--- src/rtl/soc_system_mem_tester_pkg.sv ---
// Shared definitions for the Avalon-MM memory tester: FSM state encoding,
// pattern LFSR polynomial, default seed and the LFSR next-state function.
package soc_system_mem_tester_pkg;

  typedef enum logic [2:0] {
    ST_IDLE  = 3'd0,
    ST_WRITE = 3'd1,
    ST_READ  = 3'd2,
    ST_DRAIN = 3'd3,
    ST_FIN   = 3'd4
  } state_e;

  // Right-shifting Galois form of x^32+x^22+x^2+x+1 (taps 32,22,2,1).
  localparam logic [31:0] LFSR_POLY         = 32'h8020_0003;
  // An all-zero state would lock the LFSR, so a zero seed is replaced by this.
  localparam logic [31:0] LFSR_DEFAULT_SEED = 32'h0000_0001;
  // Outstanding-read counter width; covers MAX_PEND up to 15.
  localparam int          PEND_W            = 4;

  function automatic logic [31:0] lfsr_next(input logic [31:0] s);
    lfsr_next = s[0] ? ((s >> 1) ^ LFSR_POLY) : (s >> 1);
  endfunction

endpackage

--- src/rtl/soc_system_mem_tester_lfsr.sv ---
// 32-bit pattern generator used once for write data and once for read checking.
// Ports:
//   clk, reset_n  clock and asynchronous active-low reset (state resets to 0)
//   load, seed    load seed into the state (has priority over step)
//   step          advance one LFSR step
//   state         current pattern word
module soc_system_mem_tester_lfsr
  import soc_system_mem_tester_pkg::*;
(
  input  logic        clk,
  input  logic        reset_n,
  input  logic        load,
  input  logic [31:0] seed,
  input  logic        step,
  output logic [31:0] state
);

  logic [31:0] state_q;
  logic [31:0] state_d;

  always_comb begin
    state_d = state_q;
    if (load) begin
      state_d = seed;
    end else if (step) begin
      state_d = lfsr_next(state_q);
    end
  end

  always_ff @(posedge clk or negedge reset_n) begin
    if (!reset_n) begin
      state_q <= '0;
    end else begin
      state_q <= state_d;
    end
  end

  assign state = state_q;

endmodule

--- src/rtl/soc_system_mem_tester.sv ---
// Avalon-MM master that writes an LFSR pattern over a word range of a memory
// slave, reads it back with pipelined reads and reports the result.
// Ports:
//   clk, reset_n        clock, asynchronous active-low reset
//   start, abort        control strobes (start sampled only in IDLE)
//   base, count, seed   run parameters, sampled with start
//   busy, done, pass, aborted, err_cnt, err_addr   status
//   avm_*               Avalon-MM master port (all commands registered)
module soc_system_mem_tester
  import soc_system_mem_tester_pkg::*;
#(
  parameter int ADDR_W   = 13,
  parameter int MAX_PEND = 4
) (
  input  logic              clk,
  input  logic              reset_n,
  input  logic              start,
  input  logic              abort,
  input  logic [ADDR_W-1:0] base,
  input  logic [ADDR_W:0]   count,
  input  logic [31:0]       seed,
  output logic              busy,
  output logic              done,
  output logic              pass,
  output logic              aborted,
  output logic [15:0]       err_cnt,
  output logic [ADDR_W-1:0] err_addr,
  output logic [ADDR_W-1:0] avm_address,
  output logic [3:0]        avm_byteenable,
  output logic              avm_chipselect,
  output logic              avm_write,
  output logic              avm_read,
  output logic [31:0]       avm_writedata,
  input  logic [31:0]       avm_readdata,
  input  logic              avm_readdatavalid,
  input  logic              avm_waitrequest
);

  localparam logic [ADDR_W-1:0] ADDR_ONE = ADDR_W'(1);
  localparam logic [ADDR_W:0]   REM_ONE  = (ADDR_W + 1)'(1);
  localparam logic [PEND_W-1:0] PEND_MAX = PEND_W'(MAX_PEND);

  function automatic logic [15:0] sat_inc16(input logic [15:0] v);
    sat_inc16 = (v == 16'hFFFF) ? v : v + 16'd1;
  endfunction

  state_e              state_q, state_d;
  logic                busy_q, busy_d;
  logic                done_q, done_d;
  logic                pass_q, pass_d;
  logic                aborted_q, aborted_d;
  logic [15:0]         err_cnt_q, err_cnt_d;
  logic [ADDR_W-1:0]   err_addr_q, err_addr_d;
  logic                wr_q, wr_d;
  logic                rd_q, rd_d;
  logic                cs_q, cs_d;
  logic [ADDR_W-1:0]   addr_q, addr_d;
  logic [ADDR_W-1:0]   base_q, base_d;
  logic [ADDR_W:0]     count_q, count_d;
  logic [ADDR_W:0]     rem_q, rem_d;
  logic [PEND_W-1:0]   pend_q, pend_d;
  logic [ADDR_W-1:0]   ret_addr_q, ret_addr_d;

  logic                lfsr_load;
  logic                wr_step;
  logic                chk_step;
  logic [31:0]         seed_eff;
  logic [31:0]         wr_state;
  logic [31:0]         chk_state;
  logic                wr_acc;
  logic                rd_acc;
  logic                rdv_run;

  assign seed_eff = (seed == 32'h0) ? LFSR_DEFAULT_SEED : seed;
  assign wr_acc   = wr_q & ~avm_waitrequest;
  assign rd_acc   = rd_q & ~avm_waitrequest;
  // Read returns only count while a run is live; a reset run ignores stragglers.
  assign rdv_run  = avm_readdatavalid &
                    ((state_q == ST_WRITE) | (state_q == ST_READ) | (state_q == ST_DRAIN));

  soc_system_mem_tester_lfsr u_wr_lfsr (
    .clk     (clk),
    .reset_n (reset_n),
    .load    (lfsr_load),
    .seed    (seed_eff),
    .step    (wr_step),
    .state   (wr_state)
  );

  soc_system_mem_tester_lfsr u_chk_lfsr (
    .clk     (clk),
    .reset_n (reset_n),
    .load    (lfsr_load),
    .seed    (seed_eff),
    .step    (chk_step),
    .state   (chk_state)
  );

  // Outstanding reads: an accept and a return in the same cycle cancel out.
  always_comb begin
    pend_d = pend_q;
    if (rd_acc && !rdv_run) begin
      pend_d = pend_q + PEND_W'(1);
    end else if (!rd_acc && rdv_run && (pend_q != '0)) begin
      pend_d = pend_q - PEND_W'(1);
    end
  end

  always_comb begin
    state_d    = state_q;
    busy_d     = busy_q;
    done_d     = 1'b0;
    pass_d     = pass_q;
    aborted_d  = aborted_q;
    err_cnt_d  = err_cnt_q;
    err_addr_d = err_addr_q;
    wr_d       = wr_q;
    rd_d       = rd_q;
    addr_d     = addr_q;
    base_d     = base_q;
    count_d    = count_q;
    rem_d      = rem_q;
    ret_addr_d = ret_addr_q;
    lfsr_load  = 1'b0;
    wr_step    = 1'b0;
    chk_step   = 1'b0;

    // Check stage: every return is compared against the check LFSR and the
    // result lands in err_cnt/err_addr on the following cycle.
    if (rdv_run) begin
      chk_step   = 1'b1;
      ret_addr_d = ret_addr_q + ADDR_ONE;
      if (avm_readdata != chk_state) begin
        if (err_cnt_q == 16'd0) begin
          err_addr_d = ret_addr_q;
        end
        err_cnt_d = sat_inc16(err_cnt_q);
      end
    end

    case (state_q)
      ST_IDLE: begin
        if (start) begin
          lfsr_load  = 1'b1;
          base_d     = base;
          count_d    = count;
          rem_d      = count;
          ret_addr_d = base;
          addr_d     = base;
          err_cnt_d  = 16'd0;
          err_addr_d = '0;
          aborted_d  = 1'b0;
          pass_d     = 1'b0;
          if (count == '0) begin
            state_d = ST_FIN;
            done_d  = 1'b1;
            pass_d  = 1'b1;
          end else begin
            state_d = ST_WRITE;
            busy_d  = 1'b1;
            wr_d    = 1'b1;
          end
        end
      end

      ST_WRITE: begin
        if (wr_acc) begin
          wr_step = 1'b1;
          addr_d  = addr_q + ADDR_ONE;
          rem_d   = rem_q - REM_ONE;
        end
        if (abort) begin
          wr_d      = 1'b0;
          aborted_d = 1'b1;
          state_d   = ST_DRAIN;
        end else if (wr_acc && (rem_q == REM_ONE)) begin
          // Last write accepted: first read goes out on the very next cycle.
          wr_d    = 1'b0;
          rd_d    = 1'b1;
          addr_d  = base_q;
          rem_d   = count_q;
          state_d = ST_READ;
        end
      end

      ST_READ: begin
        if (rd_acc) begin
          addr_d = addr_q + ADDR_ONE;
          rem_d  = rem_q - REM_ONE;
        end
        if (abort) begin
          rd_d      = 1'b0;
          aborted_d = 1'b1;
          state_d   = ST_DRAIN;
        end else if (rd_acc && (rem_q == REM_ONE)) begin
          rd_d    = 1'b0;
          state_d = ST_DRAIN;
        end else if (!rd_q || rd_acc) begin
          // A stalled read stays on the bus; otherwise issue while the
          // outstanding count (including this cycle's accept) has room.
          rd_d = (rem_d != '0) && (pend_d < PEND_MAX);
        end
      end

      ST_DRAIN: begin
        if (abort) begin
          aborted_d = 1'b1;
        end
        if (pend_q == '0) begin
          state_d = ST_FIN;
          done_d  = 1'b1;
          busy_d  = 1'b0;
          pass_d  = (err_cnt_d == 16'd0) && !aborted_d;
        end
      end

      ST_FIN: begin
        state_d = ST_IDLE;
      end

      default: begin
        state_d = ST_IDLE;
      end
    endcase

    cs_d = wr_d | rd_d;
  end

  always_ff @(posedge clk or negedge reset_n) begin
    if (!reset_n) begin
      state_q    <= ST_IDLE;
      busy_q     <= 1'b0;
      done_q     <= 1'b0;
      pass_q     <= 1'b0;
      aborted_q  <= 1'b0;
      err_cnt_q  <= '0;
      err_addr_q <= '0;
      wr_q       <= 1'b0;
      rd_q       <= 1'b0;
      cs_q       <= 1'b0;
      addr_q     <= '0;
      base_q     <= '0;
      count_q    <= '0;
      rem_q      <= '0;
      pend_q     <= '0;
      ret_addr_q <= '0;
    end else begin
      state_q    <= state_d;
      busy_q     <= busy_d;
      done_q     <= done_d;
      pass_q     <= pass_d;
      aborted_q  <= aborted_d;
      err_cnt_q  <= err_cnt_d;
      err_addr_q <= err_addr_d;
      wr_q       <= wr_d;
      rd_q       <= rd_d;
      cs_q       <= cs_d;
      addr_q     <= addr_d;
      base_q     <= base_d;
      count_q    <= count_d;
      rem_q      <= rem_d;
      pend_q     <= pend_d;
      ret_addr_q <= ret_addr_d;
    end
  end

  assign busy           = busy_q;
  assign done           = done_q;
  assign pass           = pass_q;
  assign aborted        = aborted_q;
  assign err_cnt        = err_cnt_q;
  assign err_addr       = err_addr_q;
  assign avm_address    = addr_q;
  assign avm_byteenable = 4'hF;
  assign avm_chipselect = cs_q;
  assign avm_write      = wr_q;
  assign avm_read       = rd_q;
  assign avm_writedata  = wr_state;

endmodule

--- config.mk ---
export PLATFORM = sky130hd
export DESIGN_NAME = soc_system_mem_tester
export DESIGN_NICKNAME = d
export VERILOG_FILES = /design/src/rtl/soc_system_mem_tester_pkg.sv /design/src/rtl/soc_system_mem_tester_lfsr.sv /design/src/rtl/soc_system_mem_tester.sv
export SDC_FILE = /design/constraint.sdc
export NUM_CORES = 1
export LEC_CHECK = 0
export ABC_CLOCK_PERIOD_IN_PS = 5800
export BUFFER_PORTS_ARGS = -buffer_cell sky130_fd_sc_hd__buf_2
export CAP_MARGIN = 15
export CORE_MARGIN = 5
export CORE_UTILIZATION = 45
export DETAILED_ROUTE_END_ITERATION = 6
export GPL_TIMING_DRIVEN = 0
export PLACE_DENSITY = 0.66
export SYNTH_ARGS = -nofsm -noshare
export SYNTH_HDL_FRONTEND = slang
export SYNTH_HIERARCHICAL = 1
export SYNTH_SLANG_ARGS = --single-unit
--- constraint.sdc ---
create_clock -name clk -period 5.8 [get_ports clk]
set_input_delay 0.87 -clock clk [delete_from_list [all_inputs] [get_ports clk]]
set_output_delay 0.87 -clock clk [all_outputs]
set_load 0.1 [all_outputs]
==> flow_metrics.py, run 1 <==
metrics = {
    "run_status": {
        "status": "finished clean",
    },
    "power": {
        "power_density_nw_per_um2": 664,
        "swShare": 0.540,
        "ir_drop_uv": 481,
        "p_int_mw": 3.75,
        "switchingPower_mw": 4.40,
        "seq_power_share": 0.282,
        "power_frac_clock": 0.147,
        "p_comb_frac": 0.570,
        "leakage_nw": 5.46,
    },
    "synthesis": {
        "synthArstFlopShare": 1.00,
        "netlist_area_um2": 10400,
        "yosysSeqAreaShare": 0.420,
        "synthFlopType": "dfrtp_1",
        "yosysWarnings": 6,
        "ys_seq_elements": 174,
        "synth-edff-count": 0,
        "avgSynthCellArea_um2": 8.86,
        "synthCells": 1171,
        "ys_types": 77,
    },
    "flow_run": {
        "maxCapViolCount": 0,
    },
    "critical_path": {
        "worstPathRequired_ns": 6.16,
        "end_kind": "flop",
        "startpoint_type": "flop",
        "crit_fanout": 15,
        "worstSetupPathType": "reg2reg",
        "crit_arrival_ns": 3.60,
    },
    "min_path": {
        "hp-class": "in2async",
    },
    "clock_tree": {
        "numClockSinks": 174,
        "cts_tree": "yes",
        "clk_pin_slew_ns": 0.07,
        "post_cts_resized": 0,
        "cts_buffers": 17,
        "hold_buffers": 0,
        "htreeDepth": 4,
        "root_buffer": "clkbuf_16",
        "post_cts_buffers": 0,
        "clk_path_buf_depth": 2,
        "insertion_delay_ns": 0.44,
    },
    "placement": {
        "gp_congestion": 0.959,
        "dp.final_hpwl_um": 23700,
        "place_area_um2": 11700,
        "place.port_buffers": 177,
    },
    "cells_and_area": {
        "final_area_um2": 12300,
        "finalNetCount": 1476,
        "syn2layout_area_growth_pct": 18.3,
        "fillCellCount": 2092,
        "drive_above_1_share": 0.197,
        "final_util": 0.540,
        "diodes": 0,
    },
    "floorplanning": {
        "die_area_um2": 26200,
        "die_w_um": 162,
        "coreArea_um2": 22700,
        "ios": 182,
        "die_h_um": 162,
        "start_util": 0.457,
        "rows": 55,
    },
    "global_route": {
        "grt_max_degree": 111,
        "grt_pass1_wl_um": 50300,
        "grt_usage": 0.241,
        "antenna_found_initial": 7,
        "grt_pass1_vias": 9230,
        "grt_overflow": 0,
    },
    "detailed_routing": {
        "dr.first_iter.drc_count": 849,
        "drc": 0,
        "firstDrtPassIters": 6,
        "finalWirelength_um": 31700,
        "post_drt_via_cell_ratio": 5.68,
        "wire_per_inst_um": 19.0,
        "ant_nets": 0,
        "via_count": 9472,
    },
    "sta": {
        "period_minus_slack_ns": 3.24,
        "setup_tns_ns": 0,
        "finalSetupViolations": 0,
        "fmax_mhz": 309,
        "fin_crit_sh": 0.559,
        "rsz0062_at_grt": "false",
        "slew_viol_final": 0,
        "max_slew_margin": 0.419,
        "finalHoldViolCount": 0,
        "worst-slew-pin-transition_ns": 0.870,
        "skew_ns": 0.00998,
    },
}
-- power by group through the flow --
| stage | registers [mW] | logic [mW] | clock network (mW) |
|---|---|---|---|
| final | 2.30 | 4.65 | 1.20 |
| after global routing | 2.38 | 5.01 | 1.27 |
| after CTS | 2.29 | 4.64 | 1.21 |
| after detailed placement | 2.31 | 4.63 | 0 |
| after global placement | 2.30 | 4.56 | 0 |
| after floorplan | 3.67 | 2.21 | 0 |
-- per-stage QoR --
step,hold WS (ns),cells,power [mW],setup WS (ns)
floorplan,0.440,1174,5.88,2.68
global placement,0.456,1636,6.86,0.910
detailed placement,0.457,1637,6.94,2.33
CTS,0.402,1669,8.15,2.53
global route,0.400,1669,8.66,2.27
finish,0.360,1669,8.15,2.56
-- sequential cells by signal, indices dropped and copies added (netlist names) --
name,flops
u_wr_lfsr/state,32
err_cnt,16
ret_addr_q,13
base_q,13
aborted,1
u_chk_lfsr/state,32
pend_q,4
pass,1
rem_q,14
count_q,14
avm_write,1
state_q,3
done,1
err_addr,13
avm_chipselect,1
avm_address,13
busy,1
avm_read,1
-- worst paths after layout --
kind	startpoint	end	slack, ns	cells after the start
max in group asynchronous	reset_n	avm_address[8]$_DFFE_PN0P_	4.53	2
hold / removal	reset_n	err_cnt[5]$_DFF_PN0_	0.36	1
min in group clk	count_q[9]$_DFFE_PN0P_	count_q[9]$_DFFE_PN0P_	0.48	2
hold reg to reg	count_q[9]$_DFFE_PN0P_	count_q[9]$_DFFE_PN0P_	0.48	2
setup reg to reg	state_q[0]$_DFFE_PN0P_	u_chk_lfsr/state[1]$_DFFE_PN0P_	2.56	10
setup / recovery	state_q[0]$_DFFE_PN0P_	u_chk_lfsr/state[1]$_DFFE_PN0P_	2.56	10
-- routing by layer --
layer,track usage,vias to the layer above,share of wire
li1,-,4500,-
met1,0.333,4525,0.43
met2,0.377,363,0.46
met3,0.0543,70,0.079
met4,0.0780,14,0.024
met5,0,-,0.0025
-- cell families (layout without fill, tap and decap cells) --
kind of cell | count (synthesis) | after routing | synth area share
compound gates | 263 | 263 | 0.152
xor+xnor | 81 | 81 | 0.0684
fa+ha+maj | 8 | 8 | 0.00965
buf+inv | 117 | 327 | 0.0623
flops | 174 | 174 | 0.420
mux | 76 | 76 | 0.0733
other cells | 1 | 4 | 0.000361
simple gates | 451 | 451 | 0.215
-- layout make-up --
class	instances	area, um^2	area share
Buffer	101	587	0.0478
Inverter	16	60.1	0.00489
Tap cell	285	357	0.0291
Timing Repair Buffer	178	923	0.0752
Multi-Input combinational cell	883	5390	0.439
Clock buffer	17	425	0.0347
Sequential cell	174	4350	0.355
Clock inverter	15	180	0.0147
-- cell usage after synthesis (4+ instances only) --
master | n | area share
xor2_1 | 22 | 0.019
o211ai_1 | 6 | 0.0043
a221o_1 | 7 | 0.0068
and3_1 | 17 | 0.010
nor2_1 | 73 | 0.026
nor3_1 | 17 | 0.0082
dfrtp_1 | 174 | 0.42
mux2i_1 | 76 | 0.073
or3b_1 | 4 | 0.0034
a2bb2oi_1 | 4 | 0.0034
a31oi_1 | 7 | 0.0042
a22oi_1 | 5 | 0.0036
ha_1 | 8 | 0.0096
o31ai_1 | 4 | 0.0029
o21ai_0 | 55 | 0.027
xnor2_1 | 59 | 0.050
clkbuf_8 | 6 | 0.0080
o21a_1 | 6 | 0.0043
o21ai_1 | 59 | 0.028
nand2_1 | 207 | 0.075
nand3_1 | 29 | 0.014
buf_2 | 17 | 0.0082
nand4_1 | 29 | 0.017
nor2b_1 | 8 | 0.0048
buf_6 | 8 | 0.0087
inv_1 | 16 | 0.0058
a21oi_1 | 71 | 0.034
a221oi_1 | 7 | 0.0059
and2_1 | 9 | 0.0054
a211oi_1 | 4 | 0.0029
nor4_2 | 5 | 0.0060
clkbuf_1 | 59 | 0.021
nor4_1 | 19 | 0.011
buf_4 | 7 | 0.0051
-- cell usage in the layout, fill, tap and decap left out, types with 19 or more instances in the layout --
cell type  synthesis  routed
nor2_1            73      73
nand2_1          207     207
nand3_1           29      29
xnor2_1           59      59
mux2i_1           76      76
nor4_1            19      19
a21oi_1           71      71
o21ai_1           59      59
buf_2             17     193
xor2_1            22      22
clkbuf_1          59      59
dfrtp_1          174     174
o21ai_0           55      55
nand4_1           29      29
-- worst max-delay path: stages, from the launching register on --
cell,delay [ns]
dfrtp_1,0.40
buf_2,0.19
nor2_1,0.17
nand3_1,0.32
inv_1,0.32
clkbuf_1,0.40
clkbuf_1,0.68
buf_6,0.23
buf_2,0.22
nand2_1,0.11
o211ai_1,0.11
No activity file was read; power rests on OpenSTA's default activity.
==> inputs of run 2 (changes only) <==
--- a/config.mk
+++ b/config.mk
@@ -5,7 +5,7 @@
 export SDC_FILE = /design/constraint.sdc
 export NUM_CORES = 1
 export LEC_CHECK = 0
-export ABC_CLOCK_PERIOD_IN_PS = 5800
+export ABC_CLOCK_PERIOD_IN_PS = 3100
 export BUFFER_PORTS_ARGS = -buffer_cell sky130_fd_sc_hd__buf_2
 export CAP_MARGIN = 15
 export CORE_MARGIN = 5
==> constraint.sdc (replaced) <==
create_clock -name clk -period 3.1 [get_ports clk]
set_input_delay 0.465 -clock clk [delete_from_list [all_inputs] [get_ports clk]]
set_output_delay 0.465 -clock clk [all_outputs]
set_load 0.1 [all_outputs]
==> flow_metrics.py, run 2 (same netlist as run 1, synthesis figures left out) <==
metrics = {
    "run_status": {
        "status": "finished clean",
    },
    "global_route": {
        "grt_pass1_vias": 9274,
        "grt_overflow": 0,
        "grt_max_degree": 118,
        "grt_usage": 0.238,
        "antenna_found_initial": 5,
        "grt_pass1_wl_um": 49700,
    },
    "placement": {
        "gp_congestion": 0.952,
        "place_area_um2": 11700,
        "place.port_buffers": 177,
        "placedCellCount": 1637,
        "dp.final_hpwl_um": 23600,
    },
    "floorplanning": {
        "coreArea_um2": 22700,
        "ios": 182,
        "die_area_um2": 26200,
        "die_w_um": 162,
        "rows": 55,
        "die_h_um": 162,
        "start_util": 0.457,
    },
    "power": {
        "power_density_nw_per_um2": 1240,
        "total_power_mw": 15.2,
        "leakage_nw": 5.47,
        "ir_drop_uv": 938,
    },
    "cells_and_area": {
        "final_util": 0.541,
        "final_cell_mix": "207 x nand2_1, 193 x buf_2, 173 x dfrtp_1, 76 x mux2i_1, 73 x nor2_1",
        "instances_no_fill": 1669,
        "finalNetCount": 1476,
        "syn2layout_area_growth_pct": 18.4,
        "final_area_um2": 12300,
        "final_common_cell": "nand2_1",
        "diodes": 0,
        "drive_above_1_share": 0.200,
    },
    "sta": {
        "period_minus_slack_ns": 2.96,
        "finalSetupViolations": 0,
        "fin_crit_sh": 0.956,
        "max_slew_margin": 0.409,
        "worst-slew-pin-transition_ns": 0.884,
        "setup_tns_ns": 0,
        "slew_viol_final": 0,
        "rsz0062_at_grt": "false",
        "skew_ns": 0.0104,
        "fmax_mhz": 337,
        "finalHoldViolCount": 0,
    },
    "critical_path": {
        "crit_arrival_ns": 3.28,
        "reg2reg_depth": 10,
        "timing.rr.end": "rem_q[10]$_DFFE_PN0P_",
        "r2r_setup_slack_ns": 0.14,
        "slowest_stage": "nor3b_4",
        "critPathBufInv": 2,
        "cp_num_cells": 10,
        "cpPeakStageDelay_ns": 0.54,
        "worstPathRequired_ns": 3.42,
        "crit_fanout": 10,
        "worstSetupPathType": "reg2reg",
        "cp_cell_sequence": "clkbuf_1 -> nor3b_4 -> nor2_1 -> clkbuf_1 -> a21oi_1 -> o21ai_0 -> a21oi_1 -> o31ai_1 -> a21oi_1 -> a21oi_1",
        "critPathMostFrequentCell": "a21oi_1",
        "critPathTopFamily": "simple AND/OR/NAND/NOR gates",
        "end_kind": "flop",
        "startpoint_type": "flop",
        "r2r-start": "state_q[1]$_DFFE_PN0P_",
    },
    "clock_tree": {
        "cts_buffers": 17,
        "clk_pin_slew_ns": 0.08,
        "numClockSinks": 174,
        "cts_tree": "yes",
        "clk_path_buf_depth": 2,
        "post_cts_buffers": 0,
        "insertion_delay_ns": 0.45,
        "htreeDepth": 4,
        "root_buffer": "clkbuf_16",
    },
    "detailed_routing": {
        "wire_per_inst_um": 18.8,
        "finalWirelength_um": 31400,
        "firstDrtPassIters": 6,
        "ant_nets": 0,
        "post_drt_via_cell_ratio": 5.67,
        "dr.first_iter.drc_count": 826,
        "via_count": 9456,
        "wl_met2_um": 14600,
        "wl_met1_um": 13700,
        "top_layer": "met5",
        "dr_wl_met3_um": 2460,
        "drc": 0,
    },
    "min_path": {
        "min_to": "base_q[1]$_DFFE_PN0P_",
        "hp-class": "in2reg",
        "holdPathStages": 3,
        "min_from": "base[1]",
    },
    "flow_run": {
        "maxCapViolCount": 0,
    },
}
==> run 2: cell type report <==
type / count / area (um^2)
inverters: 16 / 60.1
well taps: 285 / 357
fillers: 2137 / 10400
repair buffers: 179 / 933
multi-input cells: 883 / 5420
plain buffers: 100 / 586
clock buffers: 17 / 425
flip-flops and latches: 174 / 4360
clock inverters: 15 / 146
==> run 2: per-layer routing <==
metal | vias up | GRT usage
met4 | 10 | 0.0696
met5 | - | 0
met2 | 357 | 0.374
li1 | 4508 | -
met3 | 46 | 0.0632
met1 | 4535 | 0.324
==> run 2: worst min-delay path, delay by kind of cell <==
family / cells / cell delay, ns
buffers and inverters: 1 / 0.09
AND/OR/NAND/NOR: 2 / 0.11
==> run 2: report_power, final <==
part | internal (mW) | leakage [nW] | switching (mW)
Combinational | 2.53 | 3.01 | 6.23
Sequential | 3.29 | 2.18 | 1.02
Clock | 1.07 | 0.276 | 1.04
==> run 2: how the worst max path moves through the flow <==
| stage | slack (ns) | endpoint | startpoint |
|---|---|---|---|
| 4_1_cts | 0.03 | rem_q[10]$_DFFE_PN0P_ | state_q[1]$_DFFE_PN0P_ |
| 2_1_floorplan | 0.005 | pass$_DFFE_PN0P_ | err_cnt[1]$_DFF_PN0_ |
| 5_1_grt | 0.02 | avm_address[3]$_DFFE_PN0P_ | state_q[1]$_DFFE_PN0P_ |
| 6_report | 0.14 | rem_q[10]$_DFFE_PN0P_ | state_q[1]$_DFFE_PN0P_ |
| 3_3_place_gp | -1.69 | err_cnt[0]$_DFF_PN0_ | reset_n |
| 3_5_place_dp | -0.14 | u_wr_lfsr/state[29]$_DFFE_PN0P_ | state_q[0]$_DFFE_PN0P_ |
==> run 2: repair_timing <==
item                                    4_1_cts  5_1_grt
endpoints found under the hold margin        57        0
resized for setup                             2        6
endpoints found under the setup margin       66       78
hold buffers                                  1        0
==> run 2: metrics by stage <==
stage	hold WS (ns)	setup slack, ns
floorplan	0.169	0.00487
global placement	0.455	-1.69
detailed placement	0.430	-0.142
CTS	0.241	0.0336
global route	0.253	0.0201
finish	0.255	0.137
==> inputs of run 3 (changes only) <==
--- a/config.mk
+++ b/config.mk
@@ -10,10 +10,10 @@
 export CAP_MARGIN = 15
 export CORE_MARGIN = 5
 export CORE_UTILIZATION = 45
+export CTS_BUF_LIST = sky130_fd_sc_hd__clkbuf_4 sky130_fd_sc_hd__clkbuf_8
 export DETAILED_ROUTE_END_ITERATION = 6
 export GPL_TIMING_DRIVEN = 0
-export PLACE_DENSITY = 0.66
+export PLACE_DENSITY = 0.67
 export SYNTH_ARGS = -nofsm -noshare
 export SYNTH_HDL_FRONTEND = slang
-export SYNTH_HIERARCHICAL = 1
 export SYNTH_SLANG_ARGS = --single-unit
==> flow_metrics.py, run 3 <==
metrics = {
    "clock_tree": {
        "htreeDepth": 4,
        "post_cts_buffers": 0,
        "clk_path_buf_depth": 2,
        "root_buffer": "clkbuf_8",
        "insertion_delay_ns": 0.49,
        "clk_pin_slew_ns": 0.10,
        "cts_tree": "yes",
        "numClockSinks": 174,
        "cts_buffers": 17,
    },
    "synthesis": {
        "avgSynthCellArea_um2": 8.37,
        "ys_types": 67,
        "synthCells": 1181,
        "yosys.area_share.simple": 0.248,
        "yosysMostFrequentCell": "nand2_1",
        "synthAdderAreaFrac": 0.0101,
        "synthFlopType": "dfrtp_1",
        "synth_xor_area_frac": 0.0780,
        "ys_seq_elements": 174,
        "netlist_area_um2": 9880,
        "yosysSeqAreaShare": 0.441,
        "synth_top_family_by_area": "simple AND/OR/NAND/NOR gates",
        "synth-compound-area-share": 0.168,
        "synthArstFlopShare": 1.00,
        "yosys-top-cells-count": "264 x nand2_1, 174 x dfrtp_1, 132 x nor2_1",
        "muxShareOfSynthArea": 0.0152,
        "synth-edff-count": 0,
        "yosysTopAreaCell": "dfrtp_1",
        "synth_top_area_share": 0.441,
        "synth_area_leaders": "dfrtp_1 44%, nand2_1 10%, xor2_1 5.3%, nor2_1 5.0%, a31oi_1 4.0%",
        "yosysWarnings": 0,
    },
    "cells_and_area": {
        "final_cell_mix": "264 x nand2_1, 184 x buf_2, 174 x dfrtp_1, 131 x nor2_1, 63 x a31oi_1",
        "finalNetCount": 1487,
        "final_common_cell": "nand2_1",
        "drive_above_1_share": 0.184,
        "instances_no_fill": 1678,
        "syn2layout_area_growth_pct": 17.4,
        "fillCellCount": 2114,
    },
    "min_path": {
        "min_from": "count[7]",
        "min_to": "count_q[7]$_DFFE_PN0P_",
        "hp-class": "in2reg",
        "holdPathStages": 3,
    },
    "critical_path": {
        "crit_fanout": 10,
        "worstPathRequired_ns": 3.44,
        "r2r-start": "state_q[1]$_DFFE_PN0P_",
        "crit_arrival_ns": 3.19,
        "reg2reg_depth": 7,
        "timing.rr.end": "avm_address[7]$_DFFE_PN0P_",
        "r2r_setup_slack_ns": 0.25,
        "end_kind": "flop",
        "startpoint_type": "flop",
        "worstSetupPathType": "reg2reg",
    },
    "sta": {
        "finalHoldViolCount": 0,
        "period_minus_slack_ns": 2.85,
        "max_slew_margin": 0.399,
        "rsz0062_at_grt": "false",
        "worst-slew-pin-transition_ns": 0.898,
        "fin_crit_sh": 0.919,
        "skew_ns": 0.0162,
        "finalSetupViolations": 0,
        "timing.hold.ws_ns": 0.207,
        "fmax_mhz": 351,
        "slew_viol_final": 0,
    },
    "placement": {
        "place.port_buffers": 177,
        "dp.final_hpwl_um": 23700,
        "gp_congestion": 0.919,
        "placedCellCount": 1642,
    },
    "detailed_routing": {
        "via_count": 9700,
        "wire_per_inst_um": 18.9,
        "firstDrtPassIters": 6,
        "drc": 0,
        "ant_nets": 0,
        "finalWirelength_um": 31700,
        "dr.first_iter.drc_count": 770,
        "post_drt_via_cell_ratio": 5.78,
    },
    "floorplanning": {
        "ios": 182,
        "die_area_um2": 25000,
        "die_h_um": 158,
        "rows": 54,
        "start_util": 0.454,
        "die_w_um": 158,
        "coreArea_um2": 21800,
    },
    "global_route": {
        "grt_overflow": 0,
        "grt_pass1_vias": 9175,
        "grt_usage": 0.252,
        "grt_pass1_wl_um": 49400,
        "antenna_found_initial": 3,
        "grt_max_degree": 89,
    },
    "run_status": {
        "status": "finished clean",
    },
    "power": {
        "power_density_nw_per_um2": 1270,
        "leakage_nw": 5.27,
        "ir_drop_uv": 989,
    },
    "flow_run": {
        "maxCapViolCount": 0,
    },
}
## run 3: changes by cell type after synthesis, moves of 9 or more
cell	delta
a21oi_1	-16
a31oi_1	+56
buf_2	-9
mux2i_1	-61
nand2_1	+57
nor2_1	+59
o21ai_1	-47
xnor2_1	-31
xor2_1	+38
## run 3: routing by layer
layer / vias to the layer above / GRT usage / share of wire
met5: - / 0 / 0
met1: 4737 / 0.359 / 0.44
li1: 4528 / - / -
met4: 0 / 0.0959 / 0.028
met2: 373 / 0.391 / 0.47
met3: 62 / 0.0369 / 0.062
## run 3: area by class of cell
class,count,area (um^2),area share
antenna,3,7.51,0.000647
buffer,74,345,0.0298
clock buffer,18,241,0.0208
clock inverter,14,169,0.0146
inverter,13,48.8,0.00420
multi-input combinational,923,5150,0.444
sequential,174,4350,0.375
tap,280,350,0.0302
timing repair buffer,179,933,0.0804
## run 3: report_power, final
part / internal (mW) / switching [mW]
Sequential: 3.33 / 1.06
Clock: 0.691 / 0.960
Combinational: 2.23 / 6.47
Total: 6.25 / 8.50
## run 3: how the worst max path moves through the flow
stage,startpoint,endpoint
6_report,state_q[1]$_DFFE_PN0P_,avm_address[7]$_DFFE_PN0P_
5_1_grt,err_cnt[1]$_DFF_PN0_,pass$_DFFE_PN0P_
4_1_cts,state_q[1]$_DFFE_PN0P_,avm_address[7]$_DFFE_PN0P_
3_5_place_dp,state_q[1]$_DFFE_PN0P_,avm_address[7]$_DFFE_PN0P_
3_3_place_gp,reset_n,rem_q[4]$_DFFE_PN0P_
2_1_floorplan,err_cnt[0]$_DFF_PN0_,pass$_DFFE_PN0P_
## run 3: per-stage QoR
step	cell area (um^2)	setup slack [ns]	total power [mW]	util	TNS (ns)
after detailed placement	11200	0.146	13.1	0.513	0
after global placement	11100	-1.32	12.9	0.512	-227.20
after global routing	11600	0.0375	15.7	0.533	0
after CTS	11600	0.118	14.7	0.533	0
after floorplan	9890	0.108	11.0	-	0
final	11600	0.251	14.7	0.533	0
## run 3: cells by family (layout without fill, tap and decap cells)
| logic type | Yosys count | in the layout |
|---|---|---|
| multiplexers | 15 | 15 |
| AND/OR/NAND/NOR | 543 | 543 |
| adder cells (fa/ha/maj) | 8 | 8 |
| buffers and inverters | 87 | 298 |
| flip-flops | 174 | 174 |
| XOR/XNOR | 88 | 88 |
| AO/OA/AOI/OAI | 265 | 265 |
| other | 1 | 7 |
## run 3: what timing repair did
item | CTS | global route
hold buffers | 1 | 0
setup endpoints to repair | 0 | 10
endpoints found under the hold margin | 5 | 0
resized for setup | 0 | 4
## run 3: worst max-delay path, stage by stage, from the launching register on
cell      delay [ns]
dfrtp_1         0.41
buf_2           0.19
nor3b_2         0.60
nor2_2          0.29
clkbuf_1        0.34
clkbuf_1        0.37
a221oi_1        0.42
o21ai_1         0.10
